### src/rtl/regheap_pkg.sv
// rtl/regheap_pkg.sv - shared register-heap widths, types and constants
package regheap_pkg;

    localparam int ADDR_W = 5;
    localparam int DATA_W = 32;
    localparam int NREG   = 32;

    typedef logic [ADDR_W-1:0] reg_addr_t;
    typedef logic [DATA_W-1:0] reg_data_t;

    localparam reg_addr_t REG_ZERO = '0;

    typedef enum logic {
        PTR_A = 1'b0,
        PTR_B = 1'b1
    } rr_ptr_e;

endpackage

### src/rtl/regheap_wb_arbiter_rr_arb2.sv
// rtl/regheap_wb_arbiter_rr_arb2.sv - two-way round-robin arbiter owning its pointer
module rr_arb2
    import regheap_pkg::*;
(
    input  logic       clk,
    input  logic       clr,
    input  logic [1:0] req,
    output logic [1:0] gnt
);

    rr_ptr_e ptr_q;
    rr_ptr_e ptr_d;

    always_ff @(posedge clk or negedge clr) begin
        if (!clr) begin
            ptr_q <= PTR_A;
        end else begin
            ptr_q <= ptr_d;
        end
    end

    // The pointer only moves when both sides compete; lone grants leave it alone.
    always_comb begin
        ptr_d = ptr_q;
        if (req == 2'b11) begin
            ptr_d = (ptr_q == PTR_A) ? PTR_B : PTR_A;
        end
    end

    always_comb begin
        gnt = 2'b00;
        case (req)
            2'b01:   gnt = 2'b01;
            2'b10:   gnt = 2'b10;
            2'b11:   gnt = (ptr_q == PTR_A) ? 2'b01 : 2'b10;
            default: gnt = 2'b00;
        endcase
        if (!clr) begin
            gnt = 2'b00;
        end
    end

endmodule

### src/rtl/regheap_wb_arbiter.sv
// rtl/regheap_wb_arbiter.sv - shares the regHeap write port between two requesters, tracks pending writes
module regheap_wb_arbiter
    import regheap_pkg::*;
#(
    parameter int ADDR_W = regheap_pkg::ADDR_W,
    parameter int DATA_W = regheap_pkg::DATA_W,
    parameter int NREG   = regheap_pkg::NREG
) (
    input  logic              clk,
    input  logic              clr,
    input  logic              a_valid,
    output logic              a_ready,
    input  logic [ADDR_W-1:0] a_rd,
    input  logic [DATA_W-1:0] a_data,
    input  logic              b_valid,
    output logic              b_ready,
    input  logic [ADDR_W-1:0] b_rd,
    input  logic [DATA_W-1:0] b_data,
    input  logic              iss_valid,
    input  logic [ADDR_W-1:0] iss_rd,
    output logic [ADDR_W-1:0] rd,
    output logic [DATA_W-1:0] W,
    output logic              s_write,
    output logic [NREG-1:0]   busy
);

    logic [1:0]        gnt;
    logic              a_take;
    logic              b_take;
    logic [ADDR_W-1:0] sel_rd;
    logic [DATA_W-1:0] sel_data;

    logic [ADDR_W-1:0] rd_q, rd_d;
    logic [DATA_W-1:0] w_q, w_d;
    logic              s_write_q, s_write_d;
    logic [NREG-1:0]   busy_q, busy_d;

    rr_arb2 u_rr_arb2 (
        .clk (clk),
        .clr (clr),
        .req ({b_valid, a_valid}),
        .gnt (gnt)
    );

    assign a_ready = gnt[0];
    assign b_ready = gnt[1];
    assign a_take  = a_valid && a_ready;
    assign b_take  = b_valid && b_ready;

    always_comb begin
        sel_rd   = a_rd;
        sel_data = a_data;
        if (b_take) begin
            sel_rd   = b_rd;
            sel_data = b_data;
        end
    end

    // A write to r0 still completes its handshake but never reaches the heap.
    always_comb begin
        rd_d      = rd_q;
        w_d       = w_q;
        s_write_d = 1'b0;
        if (a_take || b_take) begin
            rd_d      = sel_rd;
            w_d       = sel_data;
            s_write_d = (sel_rd != ADDR_W'(REG_ZERO));
        end
    end

    // Clear first so a same-edge issue to the committing register keeps it busy.
    always_comb begin
        busy_d = busy_q;
        if (s_write_q) begin
            busy_d[rd_q] = 1'b0;
        end
        if (iss_valid) begin
            busy_d[iss_rd] = 1'b1;
        end
        busy_d[0] = 1'b0;
    end

    always_ff @(posedge clk or negedge clr) begin
        if (!clr) begin
            rd_q      <= '0;
            w_q       <= '0;
            s_write_q <= 1'b0;
            busy_q    <= '0;
        end else begin
            rd_q      <= rd_d;
            w_q       <= w_d;
            s_write_q <= s_write_d;
            busy_q    <= busy_d;
        end
    end

    assign rd      = rd_q;
    assign W       = w_q;
    assign s_write = s_write_q;
    assign busy    = busy_q;

endmodule

### config.mk
export PLATFORM = sky130hd
export DESIGN_NAME = regheap_wb_arbiter
export DESIGN_NICKNAME = d
export VERILOG_FILES = /design/src/rtl/regheap_pkg.sv /design/src/rtl/regheap_wb_arbiter_rr_arb2.sv /design/src/rtl/regheap_wb_arbiter.sv
export SDC_FILE = /design/constraint.sdc
export NUM_CORES = 1
export LEC_CHECK = 0
export BUFFER_PORTS_ARGS = -buffer_cell sky130_fd_sc_hd__buf_2
export CAP_MARGIN = 10
export CORE_ASPECT_RATIO = 1.1
export CORE_MARGIN = 1.5
export CORE_UTILIZATION = 25
export CTS_BUF_LIST = sky130_fd_sc_hd__clkbuf_8
export CTS_CLUSTER_DIAMETER = 30
export DETAILED_ROUTE_END_ITERATION = 8
export SYNTH_ARGS = -nofsm -noshare
export SYNTH_HDL_FRONTEND = slang
export SYNTH_SLANG_ARGS = --single-unit
### constraint.sdc
create_clock -name clk -period 2.2 [get_ports clk]
set_input_delay 0.33 -clock clk [delete_from_list [all_inputs] [get_ports clk]]
set_output_delay 0.33 -clock clk [all_outputs]
set_load 0.005 [all_outputs]
==> flow_summary.yaml <==
status:
  status: "finished, final reports clean"
worst_setup_path:
  cp.arrival_ns: 1.68
  worstPathMaxFanout: 40
  worstPathRequired_ns: 1.87
  path_cells: "dlygate4sd3_1, buf_4, nand2_2, buf_4, nor2_1, buf_2"
  startpoint_type: "primary input"
  path_buf_inv: 4
  slowest_delay_ns: 0.54
  r2r-start: "u_rr_arb2.ptr_q"
  r2r_slack_ns: 0.66
  crit_top_cell: "buf_4"
  r2r_cells: 4
  critPathSlowestCell: "dlygate4sd3_1"
  crit_family: "buffers and inverters"
  endpoint_kind: "output port"
  critPathKind: "in -> out"
  reg2reg_to: "W[28]"
yosys:
  synth_area_leader_cell: "dfrtp_1"
  syn-num-nets: 430
  ys_seq_area_share_pct: 52.2
  ys.warnings.count: 0
  ys_types: 25
  netlist_instances: 346
  avgSynthCellArea_sq_um: 9.71
  synth_top_cell_area_share_pct: 52.2
  synth_area_sq_um: 3360
  ys_ff_latch: 70
  synth_area_leaders: "dfrtp_1 52%, o21ai_0 14%, or3b_1 11%"
drt:
  ant_nets: 0
  drt_iter0_drc: 158
  viasPerCell: 4.85
  wl_met3_um: 776
  drt_first_pass_iters: 4
  top_layer_used: "met4"
  met1Wirelength_um: 4240
  dr_wl_met2_um: 4250
  wl_um: 9390
  num_vias: 3213
  detail_route.wl_per_cell_um: 14.2
  drc: 0
power_and_ir_drop:
  powerDensity_nw_per_um2: 909
  p_leak_nw: 1.88
  total_power_w: 0.00402
  ir_drop_mv: 0.313
cts:
  path_clk_slew_ns: 0.08
  clockBufferDepth: 2
  cts_sinks: 70
  cts-root-buf: "clkbuf_8"
  htreeDepth: 3
  clock_latency_ns: 0.34
  ctsResizeCount: 0
  cts_buffers: 9
  cts_tree: "done"
cells_and_area:
  final_util_pct: 33.6
  drive_gt1_share_pct: 35.8
  nFillCells: 1379
  final_cell_area_sq_um: 4430
  fin_nets: 579
  syn_to_final_growth_pct: 31.8
floorplanning:
  dieHeight_um: 125
  die_x_um: 114
  core_area_sq_um: 13200
  die_area_sq_um: 14100
  pin_count: 156
  fp-row-count: 44
  start_util_pct: 25.5
global_route:
  first_global_vias: 3046
  grt_antenna_before_repair: 1
  grt_use_total_pct: 13.4
  overflow: 0
  grt_pass1_wl_um: 15000
  grt_max_degree: 54
place:
  io_buffers: 154
  gp_congestion: 0.857
  place_hpwl_um: 6990
  place_area_sq_um: 4240
min_path:
  min_path_type: "in -> reg"
  hp-start: "a_data[7]"
  worstHoldPathCells: 3
  min_to: "W[7]"
timing:
  finalMaxSlewViolations: 0
  slew_headroom_pct: 55.1
  tightest_slew_ns: 0.673
  fin_crit_sh_pct: 91.4
  fin_tns_setup_ns: 0
  rsz0062_at_grt: "false"
  fmax_ghz: 0.497
  setup_violations: 0
  finalHoldViolations: 0
  fin_skew_ns: 0.0112
  min_period_ns: 2.01
run:
  cap_violations: 0
==> metrics by stage <==
step	instances	hold slack, ns	setup slack, ns
3_3_place_gp	644	0.373	0.671
3_5_place_dp	644	0.382	0.594
4_1_cts	661	0.223	0.171
2_1_floorplan	346	0.0344	0.928
6_report	663	0.245	0.189
5_1_grt	661	0.248	0.0747
==> routing by layer <==
layer,global-route usage (%),vias to the layer above
met1,17.5,1486
met3,3.60,12
met5,0,-
met4,5.51,0
li1,-,1567
met2,20.8,148
==> Yosys cell counts <==
cell / count
nand3_1: 4
or3_1: 2
nand2_1: 4
buf_6: 7
o2bb2ai_1: 1
nor2b_4: 1
a31oi_1: 37
nand2_2: 1
buf_1: 4
inv_1: 1
nor2_1: 42
or4_1: 1
o21a_1: 1
o21ai_1: 5
or3b_1: 42
dfrtp_1: 70
buf_4: 1
conb_1: 1
nor3_1: 1
o21ai_0: 95
nand3b_1: 10
or3b_2: 1
buf_2: 2
xnor2_1: 1
clkbuf_1: 11
==> repair_timing <==
action / 4_1_cts / 5_1_grt
setup buffers: 0 / 0
hold endpoints to repair: 3 / 0
setup endpoints to repair: 0 / 0
hold buffers: 1 / 0
==> cell families (layout without fill, tap and decap cells) <==
logic type      count (synthesis)  in the layout  share of synthesized area [%]
buf+inv                        26            180                           4.66
xor+xnor                        1              1                          0.261
other cells                     1              3                          0.112
flops                          70             70                           52.2
compound gates                139            139                           22.3
simple gates                  109            109                           20.5
==> report_power, final <==
part           internal, W  total, W  switching (W)
registers          0.00168   0.00194       0.000253
clock network     0.000426  0.000906       0.000480
logic             0.000564   0.00118       0.000615
total              0.00267   0.00402        0.00135
==> worst max path at each step <==
stage / start / cells past startpoint / end
detailed placement: a_valid / 5 / W[19]
finish: clr / 6 / b_ready
global route: clr / 6 / b_ready
global placement: a_valid / 5 / W[22]
floorplan: a_valid / 5 / W[14]
CTS: clr / 6 / b_ready
==> layout by cell type (no fill, tap or decap) <==
| cell type | n |
|---|---|
| a31oi_1 | 37 |
| buf_2 | 153 |
| buf_4 | 9 |
| clkbuf_8 | 10 |
| clkinv_2 | 1 |
| clkinvlp_4 | 2 |
| conb_1 | 1 |
| dfrtp_1 | 70 |
| diode_2 | 2 |
| dlygate4sd3_1 | 1 |
| inv_1 | 4 |
| nand2_1 | 4 |
| nand2_2 | 1 |
| nand3_1 | 4 |
| nand3b_1 | 10 |
| nor2_1 | 42 |
| nor2b_4 | 1 |
| nor3_1 | 1 |
| o21a_2 | 1 |
| o21ai_0 | 95 |
| o21ai_1 | 5 |
| o2bb2ai_1 | 1 |
| or3_1 | 2 |
| or3b_1 | 42 |
| or3b_2 | 1 |
| or4_1 | 1 |
| xnor2_1 | 1 |
==> worst min-delay path: stages <==
cell and delay (ns):
buf_2 0.09, o21ai_0 0.06, a31oi_1 0.08
==> registers in the layout, summed over array words and instances (netlist names) <==
| signal | count |
|---|---|
| u_rr_arb2.ptr_q | 1 |
| W | 32 |
| busy | 31 |
| s_write | 1 |
| rd | 5 |
==> layout make-up <==
class                      instances  area, sq um  share of cell area (%)
clock inverter                     6         31.3                   0.707
tap                              161          201                    4.55
sequential                        70         1750                    39.6
inverter                           1         3.75                  0.0848
multi-input combinational        250         1450                    32.8
timing repair buffer             163          843                    19.1
antenna                            2         5.00                   0.113
clock buffer                      10          138                    3.11
Note: power is estimated with default switching activity, not from simulation.
